File: src/rtl/apb_requester_if.sv
// Command/response port and APB3 bus bundled for the APB requester.
// The master modport is the requester's view; the slave modport is the
// view of whoever drives commands and models the APB completer.
interface apb_requester_if #(
  parameter int ADDR_W = 32,
  parameter int DATA_W = 32
);
  logic              cmd_valid;
  logic              cmd_ready;
  logic              cmd_write;
  logic [ADDR_W-1:0] cmd_addr;
  logic [DATA_W-1:0] cmd_wdata;

  logic              rsp_valid;
  logic [DATA_W-1:0] rsp_rdata;
  logic              rsp_err;
  logic              rsp_timeout;

  logic [ADDR_W-1:0] PADDR;
  logic              PSEL;
  logic              PENABLE;
  logic              PWRITE;
  logic [DATA_W-1:0] PWDATA;
  logic [DATA_W-1:0] PRDATA;
  logic              PREADY;
  logic              PSLVERR;

  modport master (
    input  cmd_valid, cmd_write, cmd_addr, cmd_wdata,
    input  PRDATA, PREADY, PSLVERR,
    output cmd_ready,
    output rsp_valid, rsp_rdata, rsp_err, rsp_timeout,
    output PADDR, PSEL, PENABLE, PWRITE, PWDATA
  );

  modport slave (
    output cmd_valid, cmd_write, cmd_addr, cmd_wdata,
    output PRDATA, PREADY, PSLVERR,
    input  cmd_ready,
    input  rsp_valid, rsp_rdata, rsp_err, rsp_timeout,
    input  PADDR, PSEL, PENABLE, PWRITE, PWDATA
  );
endinterface

File: src/rtl/apb_requester.sv
// APB3 requester: turns one accepted valid/ready command into one APB
// transfer (SETUP, then ACCESS until PREADY or timeout) and returns a
// single-cycle response carrying read data, slave error and timeout status.
//
// state  | meaning
// IDLE   | cmd_ready high, waiting for a command
// SETUP  | PSEL high, PENABLE low, one cycle only
// ACCESS | PSEL and PENABLE high, waiting for PREADY or timeout
module apb_requester #(
  parameter int ADDR_W  = 32,
  parameter int DATA_W  = 32,
  parameter int TIMEOUT = 16
) (
  input  logic             PCLK,
  input  logic             PRESET,
  apb_requester_if.master  bus
);

  // Counter only has to reach TIMEOUT-1; when TIMEOUT is 0 it just wraps.
  localparam int CNT_W = (TIMEOUT > 2) ? $clog2(TIMEOUT) : 1;
  localparam logic [CNT_W-1:0] CNT_LAST = CNT_W'((TIMEOUT > 0) ? TIMEOUT - 1 : 0);

  typedef enum logic [1:0] {
    IDLE   = 2'd0,
    SETUP  = 2'd1,
    ACCESS = 2'd2
  } state_t;

  state_t           state_q;
  state_t           state_d;
  logic [CNT_W-1:0] wait_cnt;
  logic             accept;
  logic             done;
  logic             tmo;

  assign bus.cmd_ready = (state_q == IDLE);

  // State register.
  always_ff @(posedge PCLK or posedge PRESET) begin
    if (PRESET) state_q <= IDLE;
    else        state_q <= state_d;
  end

  // Next-state decode plus the accept/complete/abort strobes for the datapath.
  always_comb begin
    state_d = state_q;
    accept  = 1'b0;
    done    = 1'b0;
    tmo     = 1'b0;
    case (state_q)
      IDLE: begin
        if (bus.cmd_valid) begin
          accept  = 1'b1;
          state_d = SETUP;
        end
      end
      SETUP: state_d = ACCESS;
      ACCESS: begin
        if (bus.PREADY) begin
          done    = 1'b1;
          state_d = IDLE;
        end else if ((TIMEOUT > 0) && (wait_cnt == CNT_LAST)) begin
          tmo     = 1'b1;
          state_d = IDLE;
        end
      end
      default: state_d = IDLE;
    endcase
  end

  // Registered APB outputs, wait counter and response; PSEL/PENABLE are
  // decoded from the next state so they line up with the phase they mark.
  always_ff @(posedge PCLK or posedge PRESET) begin
    if (PRESET) begin
      wait_cnt        <= '0;
      bus.PSEL        <= 1'b0;
      bus.PENABLE     <= 1'b0;
      bus.PADDR       <= {ADDR_W{1'b0}};
      bus.PWRITE      <= 1'b0;
      bus.PWDATA      <= {DATA_W{1'b0}};
      bus.rsp_valid   <= 1'b0;
      bus.rsp_rdata   <= {DATA_W{1'b0}};
      bus.rsp_err     <= 1'b0;
      bus.rsp_timeout <= 1'b0;
    end else begin
      bus.PSEL      <= (state_d != IDLE);
      bus.PENABLE   <= (state_d == ACCESS);
      bus.rsp_valid <= done | tmo;

      if (accept) begin
        bus.PADDR  <= bus.cmd_addr;
        bus.PWRITE <= bus.cmd_write;
        bus.PWDATA <= bus.cmd_write ? bus.cmd_wdata : {DATA_W{1'b0}};
        wait_cnt   <= '0;
      end else if ((state_q == ACCESS) && !bus.PREADY) begin
        wait_cnt   <= wait_cnt + CNT_W'(1);
      end

      if (done) begin
        bus.rsp_rdata   <= bus.PWRITE ? {DATA_W{1'b0}} : bus.PRDATA;
        bus.rsp_err     <= bus.PSLVERR;
        bus.rsp_timeout <= 1'b0;
      end else if (tmo) begin
        bus.rsp_rdata   <= {DATA_W{1'b0}};
        bus.rsp_err     <= 1'b1;
        bus.rsp_timeout <= 1'b1;
      end
    end
  end

endmodule

File: src/flat_wrapper.sv
// flat-port wrapper written by rule: the top's interface ports become plain ports
module apb_requester_flat 
#(
  parameter int ADDR_W  = 32,
  parameter int DATA_W  = 32,
  parameter int TIMEOUT = 16
)
  (PCLK, PRESET, bus_cmd_valid, bus_cmd_write, bus_cmd_addr, bus_cmd_wdata, bus_PRDATA, bus_PREADY, bus_PSLVERR, bus_cmd_ready, bus_rsp_valid, bus_rsp_rdata, bus_rsp_err, bus_rsp_timeout, bus_PADDR, bus_PSEL, bus_PENABLE, bus_PWRITE, bus_PWDATA);
  apb_requester_if #(.ADDR_W(ADDR_W), .DATA_W(DATA_W)) bus_i ();
  input  logic PCLK;
  input  logic PRESET;
  input wire logic [$bits(bus_i.cmd_valid)-1:0] bus_cmd_valid;
  input wire logic [$bits(bus_i.cmd_write)-1:0] bus_cmd_write;
  input wire logic [$bits(bus_i.cmd_addr)-1:0] bus_cmd_addr;
  input wire logic [$bits(bus_i.cmd_wdata)-1:0] bus_cmd_wdata;
  input wire logic [$bits(bus_i.PRDATA)-1:0] bus_PRDATA;
  input wire logic [$bits(bus_i.PREADY)-1:0] bus_PREADY;
  input wire logic [$bits(bus_i.PSLVERR)-1:0] bus_PSLVERR;
  output wire logic [$bits(bus_i.cmd_ready)-1:0] bus_cmd_ready;
  output wire logic [$bits(bus_i.rsp_valid)-1:0] bus_rsp_valid;
  output wire logic [$bits(bus_i.rsp_rdata)-1:0] bus_rsp_rdata;
  output wire logic [$bits(bus_i.rsp_err)-1:0] bus_rsp_err;
  output wire logic [$bits(bus_i.rsp_timeout)-1:0] bus_rsp_timeout;
  output wire logic [$bits(bus_i.PADDR)-1:0] bus_PADDR;
  output wire logic [$bits(bus_i.PSEL)-1:0] bus_PSEL;
  output wire logic [$bits(bus_i.PENABLE)-1:0] bus_PENABLE;
  output wire logic [$bits(bus_i.PWRITE)-1:0] bus_PWRITE;
  output wire logic [$bits(bus_i.PWDATA)-1:0] bus_PWDATA;
  assign bus_i.cmd_valid = bus_cmd_valid;
  assign bus_i.cmd_write = bus_cmd_write;
  assign bus_i.cmd_addr = bus_cmd_addr;
  assign bus_i.cmd_wdata = bus_cmd_wdata;
  assign bus_i.PRDATA = bus_PRDATA;
  assign bus_i.PREADY = bus_PREADY;
  assign bus_i.PSLVERR = bus_PSLVERR;
  assign bus_cmd_ready = bus_i.cmd_ready;
  assign bus_rsp_valid = bus_i.rsp_valid;
  assign bus_rsp_rdata = bus_i.rsp_rdata;
  assign bus_rsp_err = bus_i.rsp_err;
  assign bus_rsp_timeout = bus_i.rsp_timeout;
  assign bus_PADDR = bus_i.PADDR;
  assign bus_PSEL = bus_i.PSEL;
  assign bus_PENABLE = bus_i.PENABLE;
  assign bus_PWRITE = bus_i.PWRITE;
  assign bus_PWDATA = bus_i.PWDATA;
  apb_requester #(.ADDR_W(ADDR_W), .DATA_W(DATA_W), .TIMEOUT(TIMEOUT)) u_core (.PCLK(PCLK), .PRESET(PRESET), .bus(bus_i));
endmodule
File: config.mk
export PLATFORM = sky130hd
export DESIGN_NAME = apb_requester_flat
export DESIGN_NICKNAME = d
export VERILOG_FILES = /design/src/rtl/apb_requester_if.sv /design/src/rtl/apb_requester.sv /design/src/flat_wrapper.sv
export SDC_FILE = /design/constraint.sdc
export NUM_CORES = 1
export LEC_CHECK = 0
export CORE_ASPECT_RATIO = 0.9
export CORE_MARGIN = 3
export CORE_UTILIZATION = 24
export CTS_BUF_LIST = sky130_fd_sc_hd__clkbuf_8 sky130_fd_sc_hd__clkbuf_16
export DETAILED_ROUTE_END_ITERATION = 12
export GPL_ROUTABILITY_DRIVEN = 0
export MAX_ROUTING_LAYER = met4
export PLACE_DENSITY = 0.52
export SYNTH_ARGS = -nofsm -noshare
export SYNTH_HDL_FRONTEND = slang
export SYNTH_SLANG_ARGS = --single-unit
File: constraint.sdc
create_clock -name PCLK -period 6.1 [get_ports PCLK]
set_clock_uncertainty 0.1 [all_clocks]
set_input_delay 0.915 -clock PCLK [delete_from_list [all_inputs] [get_ports PCLK]]
set_output_delay 0.915 -clock PCLK [all_outputs]
set_load 0.01 [all_outputs]
==> results.md <==
* Pre-CTS WS at roughly 2.8 ns
* Cts bufs inserted at 9
* Hold Vio Cnt, Final at 0
* Total die area at 19200 µm²
* Hold slack at approximately 0.38 ns
* Top FF cell, synth: dfrtp_1
* Core Box Area at between 15000 and 20000 µm²
* Status: completed
* Sw Pwr at ~0.0010 W
* Fillers at 1661
* Switching part of the total at 30.5%
* Die height at roughly 130 µm
* Final instance area at ~6700 µm²
* Synth area leaders: dfrtp_1 64%, mux2_4 12%, a22o_1 6.6%
* Initial core utilization at 24.7%
* Clock Latency Late Sink at roughly 0.34 ns
* CTS HTree Levels at 3
* Clock Tree Buf Depth at 2
* Placed Area at approximately 6400 µm²
* # setup viols final at 0
* Clock Power Share at 17.7%
* Die W at ~150 µm
* Initial antenna violation count at 0
* Worst Tran Pin Value at approximately 1.3 ns
* Fin worst setup slack at around 3.2 ns
* CP Buf/Inv Count at 2
* DR vias at about 3200
* Reg2reg setup slack at around 3.7 ns
* Rel. slew slack at approximately 11%
* Adder-cell area share of the yosys netlist at less than 1%
* CTS resizes at 0
* Final Slew Violations at 0
* Seq pwr share at ~38%
* Setup TNS at 0 ns
* Register area share after synthesis at roughly 64%
* Post-synthesis xor/xnor area fraction at 0.415%
* GRT overflow at 0
* Layout Nets at between 600 and 700
* Critical path class: in2reg
* Largest net degree at the start of global routing at 60
* Largest area contributor in the netlist: dfrtp_1
* Design Power at 0.00330 W
* Total Routing Usage GR at 12.5%
* Vias in the first global route at 3432
* DR iter-0 viols at 86
* CTS tree: yes
* Gate Count Post-Synth at ~320
* Synth top area share at ~64%
* Max-cap viol count at 0
* First-pass GRT wire length at 18800 µm
* Leakage at around 2.9 nW
* Post-Route WL at around 11000 µm
* Worst Path Max Fanout at 59
* Layout area overhead at 59.7%
* Syn Nets at about 430
* Root buffer cell: clkbuf_16
* Peak VDD IR at around 0.18 mV
* Synth cell types at 27
* Critical path's largest stage delay at between 0.7 and 0.8 ns
* CP Cell Sequence: clkdlybuf4s50_1 > or3b_4 > buf_4 > mux2_4
* Post-DRT Antenna Nets at 0
* DR pass1 iterations at 4
* Final cycle utilization of the critical path at 47.2%
* Worst Setup Start Kind: input port
* Required @ worst endpoint at 6.23 ns
* CTS Sinks at ~110
* Diode count at 0
* Number of I/O pins at between 200 and 250
* Register bit total from synthesis at roughly 110
* Post-synthesis compound-gate area fraction at between 10% and 20%
* Mapped cell area at between 4000 and 5000 µm²
* RSZ-0062 raised after global routing: false
* Pwr/cell area at around 500 nW/µm²
* Main combinational cell family by area after synthesis: compound AO/OA/AOI/OAI gates
* # rows at 45
* # Post-CTS Setup Buffers at 0
* Vias/cell at about 4.2
* Min cycle time layout at around 2.9 ns
* Clock Pin Slew Worst Setup and Hold Paths at 0.07 ns
* Int Pwr at approximately 0.0023 W
* DR WL/cell at 15.1 µm
* Proportion of synthesized area in mux cells at roughly an eighth
* Worst path arrival time at about 3.0 ns
* Post-synthesis simple-gate area fraction at about 7.9%
* Slowest cell on the critical path: or3b_4
* Number of enable flip-flop cells after synthesis at 0
* Worst Hold Class: reg2reg
* Critical path endpoint category: register
* # DRC at 0
* Synth warn at 0
* CP delay by family, top: buffers and inverters
* Cts hold-fix bufs at 0
* Fmax at 348 MHz
* Combinational share of power at between 40% and 50%
* Ys async rst share at between 90% and 100%
* Number of I/O port buffers at 204
* HPWL after DPL at roughly 8300 µm
* Mapped Avg Cell Area at around 13 µm²
* Share of layout cells above drive strength 1 at 10.3%
==> metrics by stage <==
stage,utilization (%),std cells
2_1_floorplan,-,324
3_3_place_gp,37.8,743
3_5_place_dp,37.8,743
4_1_cts,39.5,758
5_1_grt,39.5,758
6_report,39.5,758
==> layer usage <==
layer | track usage [%] | up-vias | wire length, µm
li1 | - | 1508 | -
met1 | 15.7 | 1517 | 5240
met2 | 19.5 | 119 | 5390
met3 | 2.82 | 12 | 650
met4 | 5.06 | 0 | 195
met5 | - | - | 0
==> power groups by stage <==
stage          Clock, W  Sequential [W]  Combinational (W)
4_1_cts        0.000613         0.00125            0.00150
5_1_grt        0.000642         0.00129            0.00158
6_report       0.000584         0.00124            0.00147
3_3_place_gp          0         0.00125            0.00148
2_1_floorplan         0         0.00138           0.000538
3_5_place_dp          0         0.00125            0.00149
==> registers in the layout (all words and copies together) (netlist names) <==
name / count
u_core.bus.PADDR: 32
u_core.bus.PENABLE: 1
u_core.bus.PSEL: 1
u_core.bus.PWDATA: 32
u_core.bus.PWRITE: 1
u_core.bus.rsp_err: 1
u_core.bus.rsp_rdata: 32
u_core.bus.rsp_timeout: 1
u_core.bus.rsp_valid: 1
u_core.state_q: 2
u_core.wait_cnt: 4
==> path summary, 6_finish.rpt <==
kind                                                   from                                   end  depth (start not counted)
max in group asynchronous                            PRESET  u_core.bus.rsp_rdata[22]$_DFFE_PP0P_                          3
max reg2reg                     u_core.state_q[1]$_DFF_PP0_       u_core.bus.PADDR[1]$_DFFE_PP0P_                          3
min                        u_core.bus.PWDATA[8]$_DFFE_PP0P_      u_core.bus.PWDATA[8]$_DFFE_PP0P_                          2
min reg2reg                u_core.bus.PWDATA[8]$_DFFE_PP0P_      u_core.bus.PWDATA[8]$_DFFE_PP0P_                          2
min in group asynchronous                            PRESET   u_core.bus.rsp_rdata[0]$_DFFE_PP0P_                          2
max                                           bus_cmd_valid       u_core.bus.PADDR[1]$_DFFE_PP0P_                          4
==> tightest hold or removal path, delay by kind of cell (launching register included) <==
family,cells,cell delay (ns)
AND/OR/NAND/NOR,1,0.04
flip-flops,1,0.34
AO/OA/AOI/OAI,1,0.06
==> cells in the final DEF, fill, tap and decap left out, types with 2 or more instances in the layout <==
cell type,netlist,layout
a22o_1,32,32
inv_1,3,2
o21ai_0,35,35
clkbuf_16,0,9
buf_4,1,2
nor2_1,4,3
mux2_4,33,33
xnor2_1,2,2
dfrtp_1,108,108
clkinv_2,0,2
clkbuf_8,0,2
clkdlybuf4s50_1,0,204
nand2b_1,2,2
nand2_1,66,66
a21oi_1,3,3
==> cells in the mapped netlist (2+ instances only) <==
cell type  number
dfrtp_1       108
nand2_1        66
o21ai_0        35
mux2_4         33
a22o_1         32
clkbuf_1       14
buf_6           7
nor2_1          4
a21oi_1         3
inv_1           3
nand2b_1        2
xnor2_1         2
==> final cells by class <==
type | count | area, µm² | share of cell area [%]
Clock buffer | 11 | 253 | 3.75
Multi-Input combinational cell | 191 | 1370 | 20.4
Sequential cell | 108 | 2700 | 40.1
Clock inverter | 4 | 48.8 | 0.724
Inverter | 3 | 13.8 | 0.204
Tap cell | 235 | 294 | 4.36
Timing Repair Buffer | 206 | 2060 | 30.5
==> kinds of logic (layout without fill, tap and decap cells) <==
group / Yosys count / count (layout)
flip-flops: 108 / 108
AND/OR/NAND/NOR: 80 / 80
AO/OA/AOI/OAI: 75 / 75
multiplexers: 33 / 33
buffers and inverters: 25 / 224
XOR/XNOR: 2 / 2
adder cells (fa/ha/maj): 1 / 1
No activity file was read; power rests on OpenSTA's default activity.
